**src/rtl/uart_pkg.sv**
```systemverilog
// Shared UART definitions: state encoding, frame layout and the baud divider formula
// used by both uart_tx and uart_rx.
package uart_pkg;

  typedef enum logic [1:0] {
    StIdle  = 2'd0,
    StStart = 2'd1,
    StData  = 2'd2,
    StStop  = 2'd3
  } uart_state_e;

  localparam int unsigned FRAME_DATA_BITS = 8;
  localparam logic        START_BIT       = 1'b0;
  localparam logic        STOP_BIT        = 1'b1;

  // Clocks per bit, truncated.
  function automatic int unsigned calc_cpb(input int unsigned f, input int unsigned baud);
    return f / baud;
  endfunction

  function automatic int unsigned calc_half(input int unsigned cpb);
    return cpb / 2;
  endfunction

endpackage

```
**src/rtl/uart_sync.sv**
```systemverilog
// Two-flop synchronizer for an asynchronous single-bit input; resets to ResetVal so an
// idle-high line reads idle straight out of reset.
module uart_sync #(
  parameter logic ResetVal = 1'b1
) (
  input  logic clk,
  input  logic rst,
  input  logic d,
  output logic q
);

  logic s1_q;

  always_ff @(posedge clk) begin
    if (rst) begin
      s1_q <= ResetVal;
      q    <= ResetVal;
    end else begin
      s1_q <= d;
      q    <= s1_q;
    end
  end

endmodule

```
**src/rtl/uart_rx.sv**
```systemverilog
// 8N1 UART receiver: centre-samples each bit, emits a one-cycle valid strobe per good byte
// and a one-cycle frame_err strobe when the stop bit reads 0.
module uart_rx
  import uart_pkg::*;
#(
  parameter int unsigned BAUD = 115200,
  parameter int unsigned F    = 50000000
) (
  input  logic       clk,
  input  logic       rst,
  input  logic       rx,
  output logic [7:0] data,
  output logic       valid,
  output logic       frame_err,
  output logic       busy
);

  localparam int unsigned CPB  = calc_cpb(F, BAUD);
  localparam int unsigned HALF = calc_half(CPB);
  localparam int unsigned CntW = $clog2(CPB);
  localparam int unsigned IdxW = $clog2(FRAME_DATA_BITS);

  localparam logic [CntW-1:0] CntHalf = CntW'(HALF - 1);
  localparam logic [CntW-1:0] CntFull = CntW'(CPB - 1);
  localparam logic [IdxW-1:0] IdxLast = IdxW'(FRAME_DATA_BITS - 1);

  if (CPB < 4) begin : gen_cpb_check
    $error("uart_rx: F/BAUD must be at least 4");
  end

  logic                       rx_s;
  logic                       rx_q;
  uart_state_e                state_q;
  logic [CntW-1:0]            cnt_q;
  logic [IdxW-1:0]            idx_q;
  logic [FRAME_DATA_BITS-1:0] shift_q;

  uart_sync #(
    .ResetVal(1'b1)
  ) u_sync (
    .clk(clk),
    .rst(rst),
    .d  (rx),
    .q  (rx_s)
  );

  always_ff @(posedge clk) begin
    if (rst) begin
      rx_q      <= 1'b1;
      state_q   <= StIdle;
      cnt_q     <= '0;
      idx_q     <= '0;
      shift_q   <= '0;
      data      <= '0;
      valid     <= 1'b0;
      frame_err <= 1'b0;
      busy      <= 1'b0;
    end else begin
      rx_q      <= rx_s;
      valid     <= 1'b0;
      frame_err <= 1'b0;
      cnt_q     <= cnt_q + 1'b1;
      unique case (state_q)
        StIdle: begin
          cnt_q <= '0;
          // Edge, not level: a line stuck low must not retrigger.
          if (rx_s == START_BIT && rx_q != START_BIT) begin
            state_q <= StStart;
            busy    <= 1'b1;
          end
        end
        StStart: begin
          if (cnt_q == CntHalf) begin
            cnt_q <= '0;
            if (rx_s == START_BIT) begin
              state_q <= StData;
              idx_q   <= '0;
            end else begin
              state_q <= StIdle;
              busy    <= 1'b0;
            end
          end
        end
        StData: begin
          if (cnt_q == CntFull) begin
            cnt_q   <= '0;
            shift_q <= {rx_s, shift_q[FRAME_DATA_BITS-1:1]};
            idx_q   <= idx_q + 1'b1;
            if (idx_q == IdxLast) begin
              state_q <= StStop;
            end
          end
        end
        StStop: begin
          // Returning to idle on the sample itself leaves room for a back-to-back start edge.
          if (cnt_q == CntFull) begin
            cnt_q   <= '0;
            state_q <= StIdle;
            busy    <= 1'b0;
            if (rx_s == STOP_BIT) begin
              data  <= shift_q;
              valid <= 1'b1;
            end else begin
              frame_err <= 1'b1;
            end
          end
        end
        default: begin
          state_q <= StIdle;
          busy    <= 1'b0;
        end
      endcase
    end
  end

endmodule

```
**config.mk**
```make
export PLATFORM = sky130hd
export DESIGN_NAME = uart_rx
export DESIGN_NICKNAME = d
export VERILOG_FILES = /design/src/rtl/uart_pkg.sv /design/src/rtl/uart_sync.sv /design/src/rtl/uart_rx.sv
export SDC_FILE = /design/constraint.sdc
export NUM_CORES = 1
export LEC_CHECK = 0
export BUFFER_PORTS_ARGS = -buffer_cell sky130_fd_sc_hd__buf_4
export CAP_MARGIN = 20
export CORE_ASPECT_RATIO = 2
export CORE_MARGIN = 2
export CORE_UTILIZATION = 30
export CTS_CLUSTER_DIAMETER = 100
export DETAILED_ROUTE_END_ITERATION = 16
export PLACE_DENSITY = 0.43
export SYNTH_ARGS = -nofsm -noshare
export SYNTH_HDL_FRONTEND = slang
export SYNTH_SLANG_ARGS = --single-unit
```
**constraint.sdc**
```tcl
create_clock -name clk -period 2.9 [get_ports clk]
set_input_delay 0.29 -clock clk [delete_from_list [all_inputs] [get_ports clk]]
set_output_delay 0.29 -clock clk [all_outputs]
set_load 0.005 [all_outputs]
```
==> qor.csv <==
metric;value;unit
area leader, netlist;dfxtp_1;
1st-iter DRT viols;23;
vias per cell;4.83;
WP data required;3.07;ns
global placement routability congestion;0.682;
clock buffer depth;2;
reg2reg setup slack;0.99;ns
Synth cell types;34;
Max Cap Viol;0;
Area Growth Syn to Fin;14.7;%
first-pass GRT wire length;4930;µm
CP max-delay cell;or4_1;
RSZ-0062 raised after global routing;false;
Initial Util;30.8;%
CP Max Fanout;9;
initial antenna violation count;0;
final layout net count;182;
CTS tree;done;
pwr dens;555;nW/µm²
register area share after synthesis;45.9;%
cts hold-fix bufs;0;
vias;1126;
Final Hold Fails;0;
Max transition margin;65.7;%
Post-synth EDFFs;0;
#FFs+latches synth;36;
outcome;finished clean;
leakage;0.711;nW
worst reg2reg path endpoint;data[6]$_SDFFE_PP0P_;
Async SR Flop Fraction;0;%
GRT Util Overall;11.7;%
Max VDD drop;391;µV
Clock Skew;0.00564;ns
Total Wirelength;2900;µm
GRT overflow;0;
worst hold path type;in -> reg;
Setup TNS Final;0;ns
Critical R2R Launch;cnt_q[0]$_SDFF_PP0_;
final setup fails;0;
Mapped Avg Cell Area;9.57;µm²
cell depth of the worst flop-to-flop path;5;
hold path cells;2;
ANT cells;0;
Cells after Synth;164;
# IOs;14;
fillers;535;
Clk pin slew, worst setup/hold paths;0.07;ns
most common cell after layout, fill and taps aside;dfxtp_1;
HPWL after DPL;2170;µm
DRC violations left;0;
crit path kind;reg -> reg;
Clock H-tree levels;2;
IO Port Bufs;13;
final slew viol count;0;
DR pass1 iterations;3;
Rows;37;
critical path cell sequence;ha_1 > nand4b_1 > or4_1 > mux2i_1 > nor2_1;
dominant synthesized flop cell;dfxtp_1;
WL per Instance;12.4;µm
top achievable clock speed;0.524;GHz
worst skew pair latency;0.28;ns
fin crit period;1.91;ns
total CTS buffers;5;
largest net degree at the start of global routing;28;
vias in the first global route;1077;
overall power;1.00;mW
Resize count post-CTS;0;
Endpoint, Worst Hold;u_sync.s1_q$_SDFF_PP1_;
slowest stage delay, CP;0.78;ns
Slew @ Worst Pin;0.513;ns
crit path DAT;2.08;ns
share of layout cells above drive strength 1;14.9;%
core area;5090;µm²
chip width;55.2;µm
Die H;106;µm
post-synthesis net count;172;
Worst setup EP type;register;
most frequent cells in the layout;dfxtp_1, nor2_1, mux2i_1;
Post-DRT Antenna Nets;0;
# Post-CTS Setup Buffers;0;
YS warnings;0;
hold path start;rx;
CTS root buf;clkbuf_8;
startpoint type of the worst setup path;register;
Synth area leaders;dfxtp_1, mux2i_1, nor2_1, ha_1, xnor2_1;
Final period util;65.7;%
synthesized area;1570;µm²
clock sinks;36;
Yosys top cell area share;45.9;%
Die ar.;5860;µm²
through the flow:
step	cell area [µm²]	util (%)	worst slack [ns]	hold WS, ns	instances
floorplan	1570	-	1.28	0.389	164
global placement	1680	32.9	1.05	0.394	225
detailed placement	1680	32.9	0.966	0.399	225
CTS	1800	35.4	0.956	0.175	233
global route	1800	35.4	0.851	0.175	233
finish	1800	35.4	0.993	0.184	233
cells in the mapped netlist, types with 4 or more instances:
cell type / number
a21oi_1: 6
clkbuf_1: 5
nand3_1: 6
xnor2_1: 4
nor2_1: 30
dfxtp_1: 36
inv_1: 8
nand2_1: 6
mux2i_1: 17
o21ai_0: 5
ha_1: 5
worst max-delay path: cells and delay by family, from the launching register on:
kind                     cells  cell delay, ns
flip-flops                   1            0.39
multiplexers                 1            0.25
AND/OR/NAND/NOR              3            0.95
adder cells (fa/ha/maj)      1            0.20
layout make-up:
type	instances	area, µm²	share of cell area, %
flip-flops and latches	36	721	40.0
clock inverters	1	30.0	1.67
inverters	8	30.0	1.67
well taps	58	72.6	4.03
clock buffers	7	96.3	5.35
repair buffers	13	97.6	5.42
multi-input cells	110	754	41.9
where the power goes:
part	internal, mW	switching [mW]	leakage (nW)
Combinational	0.0104	0.0122	0.355
Sequential	0.498	0.00396	0.291
Clock	0.303	0.172	0.0645
Total	0.812	0.188	0.711
flip-flops by register name, summed over array words and instances (netlist names), named ones only:
register,count
busy,1
cnt_q,9
data,8
frame_err,1
idx_q,3
rx_q,1
shift_q,8
state_q,1
u_sync.q,1
u_sync.s1_q,1
valid,1
worst max-delay path by stage:
stage | startpoint | to | depth (start not counted)
2_1_floorplan | cnt_q[0]$_SDFF_PP0_ | data[0]$_SDFFE_PP0P_ | 6
3_3_place_gp | cnt_q[0]$_SDFF_PP0_ | data[0]$_SDFFE_PP0P_ | 5
3_5_place_dp | cnt_q[0]$_SDFF_PP0_ | data[6]$_SDFFE_PP0P_ | 5
4_1_cts | cnt_q[0]$_SDFF_PP0_ | data[6]$_SDFFE_PP0P_ | 5
5_1_grt | cnt_q[1]$_SDFF_PP0_ | data[0]$_SDFFE_PP0P_ | 6
6_report | cnt_q[0]$_SDFF_PP0_ | data[6]$_SDFFE_PP0P_ | 5
cells by family after synthesis:
kind of cell | count (synthesis) | synth area share, %
multiplexers | 17 | 10.8
AO/OA/AOI/OAI | 21 | 8.85
AND/OR/NAND/NOR | 61 | 21.0
adder cells (fa/ha/maj) | 5 | 3.98
buffers and inverters | 18 | 6.06
flip-flops | 36 | 45.9
XOR/XNOR | 6 | 3.35
per-layer routing:
layer | share of wire (%) | track usage, % | vias up
li1 | - | - | 579
met1 | 41 | 12.8 | 530
met2 | 54 | 19.4 | 12
met3 | 2.3 | 2.95 | 5
met4 | 2.5 | 6.27 | 0
met5 | 0 | 0 | -
Note: power is estimated with default switching activity, not from simulation.
